[config.mk]
export PLATFORM = sky130hd
export DESIGN_NAME = counter_ctrl
export DESIGN_NICKNAME = d
export VERILOG_FILES = /design/src/rtl/counter_ctrl.sv
export SDC_FILE = /design/constraint.sdc
export NUM_CORES = 1
export LEC_CHECK = 0
export CORE_MARGIN = 2
export CORE_UTILIZATION = 45
export CTS_CLUSTER_SIZE = 10
export DETAILED_ROUTE_END_ITERATION = 10
export PLACE_DENSITY = 0.77
export SETUP_SLACK_MARGIN = 0.05
export SLEW_MARGIN = 40
export SYNTH_ARGS = -nofsm -noshare
export SYNTH_HDL_FRONTEND = slang
export SYNTH_SLANG_ARGS = --single-unit
[constraint.sdc]
create_clock -name clk -period 2.04 [get_ports clk]
set_input_delay 0.408 -clock clk [delete_from_list [all_inputs] [get_ports clk]]
set_output_delay 0.408 -clock clk [all_outputs]
set_load 0.01 [all_outputs]
[src/rtl/counter_ctrl.sv]
// counter_ctrl: prescaled up/down event counter with a programmable
// inclusive upper bound, wrap or saturate behaviour at the bounds,
// synchronous clear/load, a one-cycle terminal-count pulse and a sticky
// overflow flag. Every output comes straight from a flop.

module counter_ctrl #(
   parameter int               WIDTH       = 8,
   parameter int               PRESCALE_W  = 4,
   parameter logic [WIDTH-1:0] RESET_VALUE = {WIDTH{1'b0}},
   parameter bit               SATURATE    = 1'b0
) (
   input  logic                  clk,
   input  logic                  reset,
   input  logic                  en,
   input  logic                  clear,
   input  logic                  load,
   input  logic [WIDTH-1:0]      load_value,
   input  logic                  dir,
   input  logic [WIDTH-1:0]      max_value,
   input  logic [PRESCALE_W-1:0] prescale,
   input  logic                  ovf_clr,
   output logic [WIDTH-1:0]      count,
   output logic                  tc,
   output logic                  ovf_sticky
);

   // Result of one counting step: the new count and whether a bound was hit.
   typedef struct packed {
      logic             hit;
      logic [WIDTH-1:0] value;
   } step_t;

   localparam logic [WIDTH-1:0]      CNT_ZERO_C = {WIDTH{1'b0}};
   localparam logic [WIDTH-1:0]      CNT_ONE_C  = WIDTH'(1'b1);
   localparam logic [PRESCALE_W-1:0] DIV_ZERO_C = {PRESCALE_W{1'b0}};
   localparam logic [PRESCALE_W-1:0] DIV_ONE_C  = PRESCALE_W'(1'b1);

   // Upward step. Any count at or above the limit (including a value that
   // was loaded above it) counts as hitting the bound.
   function automatic step_t step_up(input logic [WIDTH-1:0] cur,
                                     input logic [WIDTH-1:0] lim);
      step_t r;
      if (cur >= lim) begin
         r.hit   = 1'b1;
         r.value = SATURATE ? lim : CNT_ZERO_C;
      end else begin
         r.hit   = 1'b0;
         r.value = cur + CNT_ONE_C;
      end
      return r;
   endfunction

   // Downward step. Zero is the bound; a count left above the limit is
   // pulled back to the limit without signalling a bound hit.
   function automatic step_t step_down(input logic [WIDTH-1:0] cur,
                                       input logic [WIDTH-1:0] lim);
      step_t r;
      if (cur == CNT_ZERO_C) begin
         r.hit   = 1'b1;
         r.value = SATURATE ? CNT_ZERO_C : lim;
      end else if (cur > lim) begin
         r.hit   = 1'b0;
         r.value = lim;
      end else begin
         r.hit   = 1'b0;
         r.value = cur - CNT_ONE_C;
      end
      return r;
   endfunction

   logic [WIDTH-1:0]      count_r;
   logic [PRESCALE_W-1:0] div_r;
   logic                  tc_r;
   logic                  ovf_r;

   logic [WIDTH-1:0]      count_nxt_s;
   logic [PRESCALE_W-1:0] div_nxt_s;
   logic                  tc_nxt_s;
   logic                  ovf_nxt_s;
   logic                  div_match_s;
   step_t                 step_res_s;

   // Next-state selection: clear beats load beats a prescaled step.
   always_comb begin
      count_nxt_s = count_r;
      div_nxt_s   = div_r;
      tc_nxt_s    = 1'b0;
      ovf_nxt_s   = ovf_r;

      // A divider left above a freshly lowered prescale is treated as a match.
      div_match_s = (div_r >= prescale);

      if (dir) begin
         step_res_s = step_up(count_r, max_value);
      end else begin
         step_res_s = step_down(count_r, max_value);
      end

      if (clear) begin
         count_nxt_s = RESET_VALUE;
         div_nxt_s   = DIV_ZERO_C;
      end else if (load) begin
         count_nxt_s = load_value;
         div_nxt_s   = DIV_ZERO_C;
      end else if (en) begin
         if (div_match_s) begin
            div_nxt_s   = DIV_ZERO_C;
            count_nxt_s = step_res_s.value;
            tc_nxt_s    = step_res_s.hit;
         end else begin
            div_nxt_s   = div_r + DIV_ONE_C;
         end
      end else begin
         count_nxt_s = count_r;
         div_nxt_s   = div_r;
      end

      // A new terminal count wins over a simultaneous clear request.
      if (tc_nxt_s) begin
         ovf_nxt_s = 1'b1;
      end else if (ovf_clr) begin
         ovf_nxt_s = 1'b0;
      end else begin
         ovf_nxt_s = ovf_r;
      end
   end

   // State registers; reset forces the idle state without waiting for a clock.
   always_ff @(posedge clk or posedge reset) begin
      if (reset) begin
         count_r <= RESET_VALUE;
         div_r   <= DIV_ZERO_C;
         tc_r    <= 1'b0;
         ovf_r   <= 1'b0;
      end else begin
         count_r <= count_nxt_s;
         div_r   <= div_nxt_s;
         tc_r    <= tc_nxt_s;
         ovf_r   <= ovf_nxt_s;
      end
   end

   assign count      = count_r;
   assign tc         = tc_r;
   assign ovf_sticky = ovf_r;

endmodule

==> results of run 1 <==
-- per-layer routing --
layer  wire length, um  up-vias
li1                  -      838
met1              2400      888
met2              3110      155
met3               718       33
met4               283        0
met5                 0        -
-- layout by cell type (no fill, tap or decap), types with 4 or more instances in the layout --
cell type        Yosys  final
nand4_1              4      4
ha_1                16      9
a21oi_1              6      5
dfrtp_2              0      6
nor2_4               0      4
xor2_1               7      7
inv_2                0      7
nor3_1               6      4
nand2_1              8      7
ha_4                 0      6
dfrtp_1             14      8
buf_6                4      7
nor2_1              16     12
xnor2_1              8      8
nand3_1              5      4
dlygate4sd2_1        0     11
nor4_1               7      5
clkdlybuf4s50_1      0     24
inv_1               21     14
buf_4                1     54
-- sequential cells by signal, indices dropped and copies added (netlist names) --
register and count:
count 8, div_r 4, ovf_sticky 1, tc 1
-- final timing paths --
| kind | endpoint | start | cells after the start |
|---|---|---|---|
| max | count[6] | count[1] | 10 |
| min | count[0] | max_value[0] | 3 |
| max reg2reg | count[6] | count[1] | 10 |
| min reg2reg | ovf_sticky | ovf_sticky | 1 |
| max in group asynchronous | count[5] | reset | 2 |
| min in group asynchronous | count[0] | reset | 2 |
-- timing repair --
item                                    in CTS  in global routing
cloned                                       0                  0
endpoints found under the setup margin      10                 12
gates resized for setup                     32                 23
setup buffers                                9                  8
pin swaps                                   26                 22
-- kinds of logic after synthesis --
| kind of cell | count (synthesis) | share of synthesized area [%] |
|---|---|---|
| flip-flops | 14 | 23.5 |
| buffers and inverters | 26 | 8.83 |
| adder cells (fa/ha/maj) | 16 | 13.5 |
| AND/OR/NAND/NOR | 62 | 22.9 |
| AO/OA/AOI/OAI | 39 | 20.4 |
| XOR/XNOR | 15 | 8.83 |
| multiplexers | 3 | 2.02 |
-- final cells by class --
type                    count  share of cell area [%]
flip-flops and latches     14                    13.7
well taps                  44                    2.10
inverters                  21                    3.01
multi-input cells         135                    47.3
clock buffers               4                    1.38
repair buffers             98                    32.6
-- cell usage after synthesis, types with 2 or more instances --
cell type  count  area (um2)
inv_1         21        78.8
ha_1          16         200
nor2_1        16        60.1
dfrtp_1       14         350
nand2_1        8        30.0
xnor2_1        8        70.1
nor4_1         7        43.8
xor2_1         7        61.3
a21oi_1        6        30.0
nor3_1         6        30.0
nand3_1        5        25.0
buf_6          4        45.0
nand4_1        4        25.0
o21ai_0        4        20.0
a2111o_1       3        33.8
a222oi_1       3        30.0
mux2i_1        3        30.0
o21a_1         3        22.5
or3_1          3        18.8
a211o_1        2        17.5
a211oi_1       2        15.0
a221oi_1       2        17.5
a31oi_1        2        12.5
nand2b_1       2        12.5
nor2b_1        2        12.5
o31ai_1        2        15.0
-- through the flow --
stage               instance area, um2  TNS (ns)  hold slack, ns
floorplan                         1550    -0.433           0.297
global placement                  2250     -5.83           0.463
detailed placement                2250     -6.26           0.479
CTS                               2450    -0.609           0.471
global route                      2620     -2.68           0.479
finish                            2620     -1.89           0.445
-- critical path, stage by stage (launching register included) --
cell and delay, ns:
dfrtp_2 0.45, ha_4 0.27, nor2b_1 0.16, o211ai_1 0.13, buf_4 0.17, a211oi_4 0.33, buf_4 0.19, buf_4 0.12
nor4_1 0.05, a211o_1 0.24, a21boi_1 0.15
-- report_power, final --
group / internal, mW / switching, mW
Sequential: 0.297 / 0.0252
Combinational: 0.382 / 0.353
Clock: 0.109 / 0.116
Total: 0.788 / 0.494
==> metrics.txt, run 1 <==
outcome finished, violations left; failing checks negative setup slack; post-DP HPWL 3880 um; final core utilization 84.5%; vias in the first global route 1790; clock latency on the worst-skew pair 0.30 ns; Core Rows 20; Clk Tree Root Cell clkbuf_4; ys async rst share 100%; CP Capture Type register; CP required 2.27 ns; first-pass GRT wire length 8320 um; met2 usage 51.1%; area of the multi-input gates 1240 um2; core area 3100 um2; Starting Density 47.9%; # Max-Cap Violations 0; GRT Overall Usage 30.3%; clock skew 0.00709 ns; final hold vios 0; largest net degree at the start of global routing 15; Die H 61.5 um; fill count 182; met3 usage 3.99%; worst min path class in -> reg; Reg2Reg Setup Slack -0.29 ns; Worst-path clk slew 0.11 ns; dpl ws -0.637 ns; CP Max Fanout 4; Layout Cells excl Fill 316; # DRC 0; GR peak layer met2; # IOs 37; DRT iter0 DRCs 192; clock sinks 14; min Tclk post-route 2.33 ns; critical path arrival 2.56 ns; FMAX 429 MHz; Final WS setup -0.292 ns; met1 Track Usage GR 38.7%; area of the die 3780 um2; Antenna Nets Post-Route 0; Port Buf Inserts 36; register area 358 um2; Die X 61.5 um; n_diodes 0; grt ovf 0; crit path kind reg -> reg; Layout area overhead 76.2%; Final Cycle Share 114%; Static Leak 1.18 nW; Syn Inst Count 175; Synth warnings 0; Final Wtd Congestion 0.903; sequential area share after synthesis 23.5%; Via density 6.06; drt wl/cell 20.6 um; vias 1914; CTS tree yes; count of cell types in the netlist 46; worst slew pin tran 0.646 ns; Post-CTS Hold Fix Bufs 0; Longest Clk Path Bufs 2; number of buffers created by CTS 3; Peak VDD IR 382 uV; ys flop type dfrtp_1; Mean Syn Cell Area 8.50 um2; total power draw 1.28 mW; H-tree Lvls 1; Routed WL 6510 um; dpl cells 295; number of synthesized flops with an enable pin 0; Slew Limit Fails 0; RSZ-0062 raised after global routing true; drt first pass iters 7; Worst Setup Start Kind register; Mapped Area 1490 um2; Setup violations, final 9; syn_nets 218; register bit total from synthesis 14; initial antenna violation count 0; Nets 316; Power Density 489 nW/um2; Slew headroom 56.9%; layout cells sized above 1 40.8%
Power figures use the tool's default switching activity.
==> run 2: changes to the inputs <==
==> constraint.sdc (replaced) <==
create_clock -name clk -period 2.04 [get_ports clk]
set_input_delay 0.612 -clock clk [delete_from_list [all_inputs] [get_ports clk]]
set_output_delay 0.612 -clock clk [all_outputs]
set_load 0.01 [all_outputs]
==> run 2 against run 1 <==
Worst hold slack better by 0.066 ns; largest power group unchanged; setup slack got worse by 0.0054 ns; total power rose by 0.18%; highest routed layer unchanged; utilization increased by 3.5 points; the flow still finishes with violations (negative setup slack); critical path type unchanged.
==> metrics.txt, run 2 (same netlist as run 1, synthesis figures left out) <==
grt ovf 0; Die X 61.5 um; CP Max Fanout 5; FMAX 428 MHz; clock sinks 14; initial antenna violation count 0; layout cells sized above 1 48.9%; area of the multi-input gates 1320 um2; clock latency on the worst-skew pair 0.28 ns; CP Capture Type register; WHS 0.510 ns; Starting Density 47.9%; Layout area overhead 83.5%; Via density 6.08; worst min path class reg -> reg; largest net degree at the start of global routing 15; crit path kind reg -> reg; vias in the first global route 1956; vias 1959; # IOs 37; max reg flops 8; DRT iter0 DRCs 157; core area 3100 um2; area of the die 3780 um2; Final Cycle Share 115%; fill count 159; Gate power share 61.8%; Placed Area 2260 um2; number of buffers created by CTS 3; Routed WL 6710 um; final core utilization 88.0%; Clk Tree Root Cell clkbuf_4; Setup violations, final 10; Worst-path clk slew 0.10 ns; post-DP HPWL 3700 um; Internal Power 0.767 mW; clock share of power 13.3%; Slew headroom 57.9%; Psw 0.518 mW; CTS tree yes; outcome finished, violations left; most common cell after layout, fill and taps aside buf_4; switching part of the total 40.3%; Peak VDD IR 290 uV; Static Leak 1.27 nW; Antenna Nets Post-Route 0; Design Area, Final 2730 um2; drt first pass iters 5; # Max-Cap Violations 0; RSZ-0062 raised after global routing true; Final Wtd Congestion 0.882; Slew Limit Fails 0; worst slew pin tran 0.631 ns; CP required 2.20 ns; n_diodes 0; Core Rows 20; drt wl/cell 20.8 um; Power Density 471 nW/um2; Post-CTS Hold Fix Bufs 0; clock skew 0.00315 ns; failing checks negative setup slack; final hold vios 0; Worst Setup Start Kind register; critical path arrival 2.49 ns; Flop pwr share 24.9%; min Tclk post-route 2.34 ns; Final WS setup -0.297 ns; register area 354 um2; GRT Overall Usage 31.8%; Longest Clk Path Bufs 2; # DRC 0; most frequent cells in the layout buf_4, clkdlybuf4s50_1, buf_6, inv_1, dfrtp_1; first-pass GRT wire length 8770 um; Die H 61.5 um; H-tree Lvls 1; Port Buf Inserts 36; Nets 323
[run 2: area by class of cell]
cell class                 instances  share of cell area (%)
sequential                        14                    13.0
clock buffer                       3                   0.825
multi-input combinational        135                    48.4
inverter                          21                    3.35
tap                               44                    2.02
timing repair buffer             105                    32.5
[run 2: through the flow]
step                instances  setup TNS [ns]  setup WS (ns)  power (mW)
finish                    322           -2.31         -0.297        1.28
global route              322           -2.68         -0.348        1.33
CTS                       318           -1.24         -0.187        1.16
detailed placement        296          -10.89         -0.996       0.894
global placement          296          -10.15         -0.922       0.881
floorplan                 175           -1.15         -0.175       0.638
[run 2: power by group through the flow]
| stage | Clock, mW | Combinational [mW] | Sequential, mW |
|---|---|---|---|
| global placement | 0 | 0.564 | 0.317 |
| global route | 0.182 | 0.829 | 0.321 |
| CTS | 0.169 | 0.679 | 0.317 |
| finish | 0.171 | 0.793 | 0.320 |
| floorplan | 0 | 0.305 | 0.333 |
| detailed placement | 0 | 0.577 | 0.318 |
[run 2: path summary, 6_finish.rpt]
path | from | end | slack [ns] | cells past startpoint
worst max-delay path | count[3] | count[0] | -0.30 | 7
worst min-delay path | ovf_sticky | ovf_sticky | 0.51 | 1
worst max register to register | count[3] | count[0] | -0.30 | 7
worst min register to register | ovf_sticky | ovf_sticky | 0.51 | 1
max in group asynchronous | reset | count[3] | 0.90 | 2
min in group asynchronous | reset | ovf_sticky | 0.70 | 2
[run 2: timing repair]
action | CTS | global route
endpoints found under the setup margin | 18 | 14
setup buffers | 19 | 6
pin swaps | 35 | 31
hold endpoints to repair | 0 | 0
resized for setup | 83 | 30
[run 2: routing by layer]
layer  routed length (um)  up-vias  track usage [%]
met5                    0        -                0
met4                  393        0             14.9
met3                  435       45             4.41
met2                 3400      127             59.2
met1                 2490      938             35.3
li1                     -      849                -
[run 2: worst max-delay path, cell delays in order, from the launching register on]
cell and delay, ns:
dfrtp_2 0.46, buf_6 0.13, or4_4 0.53, nor4b_4 0.36
buf_6 0.18, nor4_2 0.07, a2111oi_4 0.34, o32ai_2 0.14
